--- config.mk ---
export PLATFORM = sky130hd
export DESIGN_NAME = window_gen_3x3_flat
export DESIGN_NICKNAME = d
export VERILOG_FILES = /design/src/rtl/window_gen_pkg.sv /design/src/rtl/window_gen_3x3_if.sv /design/src/rtl/window_gen_3x3_line_buffer_rw.sv /design/src/rtl/window_gen_3x3.sv /design/src/flat_wrapper.sv
export SDC_FILE = /design/constraint.sdc
export NUM_CORES = 1
export LEC_CHECK = 0
export BUFFER_PORTS_ARGS = -buffer_cell sky130_fd_sc_hd__buf_4
export CORE_ASPECT_RATIO = 0.8
export CORE_MARGIN = 2
export CORE_UTILIZATION = 24
export CTS_CLUSTER_SIZE = 16
export DETAILED_ROUTE_END_ITERATION = 8
export PLACE_DENSITY = 0.43
export SYNTH_ARGS = -nofsm -noshare
export SYNTH_HDL_FRONTEND = slang
export SYNTH_SLANG_ARGS = --single-unit
--- constraint.sdc ---
create_clock -name clk -period 8.6 [get_ports clk]
set_clock_uncertainty 0.15 [all_clocks]
set_input_delay 0.86 -clock clk [delete_from_list [all_inputs] [get_ports clk]]
set_output_delay 0.86 -clock clk [all_outputs]
set_load 0.05 [all_outputs]
--- src/rtl/window_gen_pkg.sv ---
// Shared constants, window type and sizing helper for the 3x3 window generator.
// Optional feature macro used by this block: WINDOW_GEN_FRAME_DONE_EN.
package window_gen_pkg;

    localparam int WIN_ROWS = 3;
    localparam int WIN_COLS = 3;

    localparam int DEFAULT_ELEMENT_WIDTH = 32;

    // Window of default-width pixels, [row][col], row 0 = top line, col 0 = leftmost.
    typedef logic [DEFAULT_ELEMENT_WIDTH-1:0] window_t [WIN_ROWS][WIN_COLS];

    // Counter width for a modulo-n counter, never narrower than one bit.
    function automatic int unsigned cnt_width(input int unsigned n);
        return (n > 1) ? $clog2(n) : 1;
    endfunction

endpackage

--- src/rtl/window_gen_3x3_if.sv ---
// Pixel-in / window-out bundle of the 3x3 window generator.
// frame_done exists only when WINDOW_GEN_FRAME_DONE_EN is defined.
interface window_gen_3x3_if
    import window_gen_pkg::*;
#(
    parameter int ELEMENT_WIDTH = 32
);

    logic                     t;
    logic [ELEMENT_WIDTH-1:0] pixel_in;
    logic [ELEMENT_WIDTH-1:0] win_data [WIN_ROWS][WIN_COLS];
    logic                     t_out;
`ifdef WINDOW_GEN_FRAME_DONE_EN
    logic                     frame_done;

    modport master (
        output t, pixel_in,
        input  win_data, t_out, frame_done
    );

    modport slave (
        input  t, pixel_in,
        output win_data, t_out, frame_done
    );
`else
    modport master (
        output t, pixel_in,
        input  win_data, t_out
    );

    modport slave (
        input  t, pixel_in,
        output win_data, t_out
    );
`endif

endinterface

--- src/rtl/window_gen_3x3_line_buffer_rw.sv ---
// Single-port line buffer: read and write at the same index in the same cycle,
// the read returns the value stored before this cycle's write.
module line_buffer_rw
    import window_gen_pkg::*;
#(
    parameter int DATA_WIDTH = 32,
    parameter int DEPTH      = 16,
    parameter int IDX_W      = cnt_width(DEPTH)
) (
    input  logic                  clk,
    input  logic                  we,
    input  logic [IDX_W-1:0]      idx,
    input  logic [DATA_WIDTH-1:0] wr_data,
    output logic [DATA_WIDTH-1:0] rd_data
);

    logic [DATA_WIDTH-1:0] mem [DEPTH];

    // NOTE: the array is deliberately left without a reset; a reset port on a
    // memory blocks RAM inference and stale lines are masked by the row counter.
    always_ff @(posedge clk) begin
        if (we) begin
            mem[idx] <= wr_data;
        end
    end

    assign rd_data = mem[idx];

endmodule

--- src/rtl/window_gen_3x3.sv ---
// Streaming 3x3 sliding-window generator over a raster pixel stream.
// Define WINDOW_GEN_FRAME_DONE_EN to add the one-cycle frame_done pulse.
module window_gen_3x3
    import window_gen_pkg::*;
#(
    parameter int ELEMENT_WIDTH = 32,
    parameter int IMG_WIDTH     = 16,
    parameter int IMG_HEIGHT    = 16
) (
    input  logic             clk,
    input  logic             rst,
    window_gen_3x3_if.slave  bus
);

    localparam int COL_W = cnt_width(IMG_WIDTH);
    localparam int ROW_W = cnt_width(IMG_HEIGHT);

    localparam logic [COL_W-1:0] COL_LAST  = COL_W'(IMG_WIDTH - 1);
    localparam logic [ROW_W-1:0] ROW_LAST  = ROW_W'(IMG_HEIGHT - 1);
    localparam logic [COL_W-1:0] COL_FIRST = COL_W'(WIN_COLS - 1);
    localparam logic [ROW_W-1:0] ROW_FIRST = ROW_W'(WIN_ROWS - 1);

    logic [COL_W-1:0]         col;
    logic [ROW_W-1:0]         row;
    logic [ELEMENT_WIDTH-1:0] lb0_rd;
    logic [ELEMENT_WIDTH-1:0] lb1_rd;
    logic [ELEMENT_WIDTH-1:0] win_q [WIN_ROWS][WIN_COLS];
    logic                     t_out_q;
    logic                     window_ready;
    logic                     col_wrap;
    logic                     row_wrap;

    // A window is complete once two full lines and two pixels of this line are in.
    assign window_ready = (row >= ROW_FIRST) && (col >= COL_FIRST);
    assign col_wrap     = (col == COL_LAST);
    assign row_wrap     = (row == ROW_LAST);

    // LB1 holds the previous line; its old entry moves into LB0 (two lines back).
    line_buffer_rw #(
        .DATA_WIDTH (ELEMENT_WIDTH),
        .DEPTH      (IMG_WIDTH)
    ) u_lb0 (
        .clk     (clk),
        .we      (bus.t),
        .idx     (col),
        .wr_data (lb1_rd),
        .rd_data (lb0_rd)
    );

    line_buffer_rw #(
        .DATA_WIDTH (ELEMENT_WIDTH),
        .DEPTH      (IMG_WIDTH)
    ) u_lb1 (
        .clk     (clk),
        .we      (bus.t),
        .idx     (col),
        .wr_data (bus.pixel_in),
        .rd_data (lb1_rd)
    );

    // NOTE: every register here uses <= so all reads in this block see the
    // pre-edge values; the left shift of the window depends on that.
    always_ff @(posedge clk) begin
        if (rst) begin
            col     <= '0;
            row     <= '0;
            t_out_q <= 1'b0;
            for (int r = 0; r < WIN_ROWS; r++) begin
                for (int c = 0; c < WIN_COLS; c++) begin
                    win_q[r][c] <= '0;
                end
            end
        end else begin
            t_out_q <= bus.t && window_ready;
            if (bus.t) begin
                for (int r = 0; r < WIN_ROWS; r++) begin
                    for (int c = 0; c < WIN_COLS - 1; c++) begin
                        win_q[r][c] <= win_q[r][c+1];
                    end
                end
                win_q[0][WIN_COLS-1] <= lb0_rd;
                win_q[1][WIN_COLS-1] <= lb1_rd;
                win_q[2][WIN_COLS-1] <= bus.pixel_in;

                if (col_wrap) begin
                    col <= '0;
                    row <= row_wrap ? '0 : row + ROW_W'(1);
                end else begin
                    col <= col + COL_W'(1);
                end
            end
        end
    end

    assign bus.t_out    = t_out_q;
    assign bus.win_data = win_q;

`ifdef WINDOW_GEN_FRAME_DONE_EN
    logic frame_done_q;

    // Coincides with t_out of the bottom-right window, the last of the frame.
    always_ff @(posedge clk) begin
        if (rst) begin
            frame_done_q <= 1'b0;
        end else begin
            frame_done_q <= bus.t && col_wrap && row_wrap;
        end
    end

    assign bus.frame_done = frame_done_q;
`endif

endmodule

--- src/flat_wrapper.sv ---
// flat-port wrapper written by rule: the top's interface ports become plain ports
module window_gen_3x3_flat import window_gen_pkg::*;
#(
    parameter int ELEMENT_WIDTH = 32,
    parameter int IMG_WIDTH     = 16,
    parameter int IMG_HEIGHT    = 16
)
  (clk, rst, bus_t, bus_pixel_in, bus_win_data, bus_t_out);
  window_gen_3x3_if #(.ELEMENT_WIDTH(ELEMENT_WIDTH)) bus_i ();
  input  logic clk;
  input  logic rst;
  input wire logic [$bits(bus_i.t)-1:0] bus_t;
  input wire logic [$bits(bus_i.pixel_in)-1:0] bus_pixel_in;
  output wire logic [$bits(bus_i.win_data)-1:0] bus_win_data;
  output wire logic [$bits(bus_i.t_out)-1:0] bus_t_out;
  assign bus_i.t = bus_t;
  assign bus_i.pixel_in = bus_pixel_in;
  assign bus_win_data = {>>{bus_i.win_data}};
  assign bus_t_out = bus_i.t_out;
  window_gen_3x3 #(.ELEMENT_WIDTH(ELEMENT_WIDTH), .IMG_WIDTH(IMG_WIDTH), .IMG_HEIGHT(IMG_HEIGHT)) u_core (.clk(clk), .rst(rst), .bus(bus_i));
endmodule
==> key figures <==
Status
  – Status: complete, no violations

Logic synthesis
  – Simple-Gate Fraction of Synth Area: 3.86%
  – Combinational family with the most area after synthesis: multiplexers
  – Register bit total from synthesis: 1,325
  – Syn_area_per_cell: 17.1 um2
  – Area fraction in compound gates after synthesis: ~4.2%
  – Synth top area share: 62.0%
  – Mux cell area share after synthesis: between 10% and 20%
  – Top post-synthesis cells by area: edfxtp_1 62%, dfxtp_1 12%, mux2i_1 11%
  – Most used DFF post-synth: edfxtp_1
  – Post-synth EDFFs: 1,024
  – Async SR Flop Fraction: 0%
  – Seq/Total Area, Yosys: 74.1%
  – Ys Warns: 0
  – Dominant cell type by area after synthesis: edfxtp_1
  – Cell area after synthesis: 49,600 um2
  – Synth Instances: between 2,000 and 3,000
  – Fraction of synthesized cell area in xor and xnor cells: less than 1%
  – Synth unique cells: 45
  – Adder-cell share of the synthesized area: less than 1%
  – Syn_nets: 2,936

Hold path
  – Hold path depth: 1
  – HP Class: in2reg

Global routing
  – Initial antenna violation count: 4
  – Largest net degree at the start of global routing: between 100 and 150
  – Vias in the first global route: between 20,000 and 30,000
  – First-pass GRT wire length: between 150,000 and 200,000 um
  – Tot GR Track Use: approximately an eighth
  – Global route overflow: 0

STA
  – Final worst path period need: between 3 and 4 ns
  – Fmax achieved: ~0.25 GHz
  – Max Slew Vio Count: 0
  – Max-slew headroom: approximately 16%
  – Final hold vios: 0
  – Slew @ Worst Pin: approximately 1.3 ns
  – Final setup violation count: 0
  – WHS: roughly 0.25 ns
  – Tcrit/Tclk final: 45.9%
  – Setup_tns: 0 ns
  – Unrepaired setup endpoints after global routing: no

Worst setup path
  – Critical Path Slowest Stage Cell: and3_4
  – Reg2Reg Depth: 4
  – Startpoint Class: flop
  – WP data required: 8.85 ns
  – Critical Path Fanout Max: 38
  – Worst Path Buf+Inv: 2
  – Worst path top cell family by delay: simple AND/OR/NAND/NOR gates
  – CP Capture Type: flop
  – CP Depth: 4
  – WP data arrival: roughly 4.2 ns
  – Crit-path most repeated cell: buf_4
  – CP max stage delay: approximately 0.73 ns
  – CP cell instances: nor2b_4 -> buf_4 -> and3_4 -> buf_4
  – Crit path kind: reg2reg

Floorplan
  – Initial Utilization: 24.1%
  – Die area: 210,000 um2
  – Die Ht: roughly 410 um
  – IO Count: roughly 320
  – Die X: about 510 um
  – Area of the core: between 200,000 and 250,000 um2
  – Rows: ~150

Detailed routing
  – First drt pass iteration count: 6
  – Via density: 4.39
  – Iter 0 DRT Violations: 2,097
  – Final WL: 140,000 um
  – DRC errors left: 0
  – Vias: about 27,000
  – Avg WL per Cell: about 23 um
  – Antenna viol nets, final: 0

Clocking
  – Worst-Skew Late Latency: ~0.79 ns
  – # Post-CTS Setup Buffers: 0
  – Clk sinks: 1,325
  – CTS tree: done
  – CTS resizes: 0
  – Post-CTS Hold Buffers: 0
  – Depth of the CTS H-tree: 4
  – Clock Path Buffers: 3
  – CTS root buffer: clkbuf_16
  – CTS clock-pin slew for the worst setup and hold paths: around 0.060 ns
  – TritonCTS Buffers: between 100 and 150

Placed design
  – Final HPWL DP: around 80,000 um
  – Number of I/O port buffers: 323
  – GPL Wtd Cong: ~0.68

Power
  – Worst VDD drop: 0.000209 V
  – Leakage: slightly below 20 nW
  – Power per Cell Area: around 250 nW/um2
  – Total chip power: approximately 0.015 W

Final layout
  – FILL cells: 20,600
  – Final core utilization: 29.0%
  – Area of the multi-input gates: around 12,000 um2
  – Sequential cell area: around 37,000 um2
  – Share of cells above drive strength 1: between 20% and 30%
  – Final nets: about 3,300
  – Layout area overhead: 20.1%

Flow run
  – Maximum Capacitance Violations: 0
[power breakdown]
group          internal, W  switching [W]  total (W)
logic             0.000382       0.000870    0.00125
clock network      0.00358        0.00262    0.00620
registers          0.00714       0.000129    0.00727
[per-layer routing]
layer | track usage, % | vias to the layer above | wire, um
li1 | - | 12000 | -
met1 | 17.9 | 13800 | 65200
met2 | 20.9 | 619 | 66000
met4 | 3.11 | 2 | 2520
met5 | 0 | - | 13
met3 | 2.65 | 173 | 6460
[cells in the mapped netlist, types with 2 or more instances]
cell and instances:
nor3_1 2, buf_6 18, and3_1 15, xor2_1 3, nor4_1 2, or3_1 2
a21oi_1 3, mux2i_1 542, o22ai_1 61, buf_12 7, a22oi_1 32, nor2_1 328
buf_1 9, a221oi_1 32, or3b_1 3, a222oi_1 31, clkbuf_1 79, a311oi_1 51
nand3b_1 4, buf_2 45, edfxtp_1 1024, o21ai_0 2, inv_1 4, buf_4 27
nor2b_1 5, dfxtp_1 301, ha_1 6, nand2_1 69, nand3_1 33, o21ai_1 31
mux4_2 97, a311oi_2 14
[cells by family (layout without fill, tap and decap cells)]
group,count (synthesis),after routing
DFF,1325,1325
other,0,1
adders and majority gates,6,6
AOI/OAI and AO/OA,262,262
muxes,640,640
xor gates and xnor gates,4,4
buffers and inverters,189,646
and+or+nand+nor,469,469
[path summary, 6_finish.rpt]
path | start | end | slack (ns)
setup / recovery | u_core.col[2]$_SDFFE_PP0P_ | u_core.u_lb1.mem[4][23]$_DFFE_PP_ | 4.65
hold / removal | bus_pixel_in[18] | u_core.u_lb1.mem[3][18]$_DFFE_PP_ | 0.25
setup reg to reg | u_core.col[2]$_SDFFE_PP0P_ | u_core.u_lb1.mem[4][23]$_DFFE_PP_ | 4.65
hold reg to reg | u_core.bus.win_data[273]$_SDFFE_PP0P_ | u_core.bus.win_data[273]$_SDFFE_PP0P_ | 0.34
[final cells by class]
cell class | instances | share of cell area, %
Multi-Input combinational cell | 1381 | 19.9
Clock inverter | 63 | 0.961
Antenna cell | 1 | 0.00420
Sequential cell | 1325 | 61.7
Clock buffer | 209 | 6.94
Tap cell | 2718 | 5.71
Inverter | 4 | 0.0252
Timing Repair Buffer | 370 | 4.75
[state kept, by name, summed over array words and instances (netlist names), named ones only]
signal / flops
u_core.u_lb0.mem: 512
u_core.u_lb1.mem: 512
u_core.bus.win_data: 288
u_core.col: 4
u_core.row: 4
u_core.bus.t_out: 1
[cells in the final DEF (no fill, tap or decap), types with 14 or more instances in the layout]
cell type / n
dfxtp_1: 295
nor2_1: 326
mux2i_1: 542
edfxtp_1: 1024
mux4_2: 97
clkinv_1: 21
and3_4: 15
a22oi_1: 32
o21ai_1: 31
a222oi_1: 31
o22ai_1: 61
nand3_1: 33
clkbuf_16: 154
buf_4: 365
a221oi_1: 32
a311oi_2: 14
clkinv_2: 18
clkbuf_1: 46
nand2_1: 69
a311oi_1: 51
[metrics by stage]
step / instance area, um2 / instances / setup slack [ns]
after floorplan: 49600 / 2895 / 4.89
after global placement: 54900 / 5798 / 4.69
after detailed placement: 54900 / 5798 / 4.65
after CTS: 59600 / 6070 / 4.63
after global routing: 59600 / 6071 / 4.46
final: 59600 / 6071 / 4.65
No activity file was read; power rests on OpenSTA's default activity.
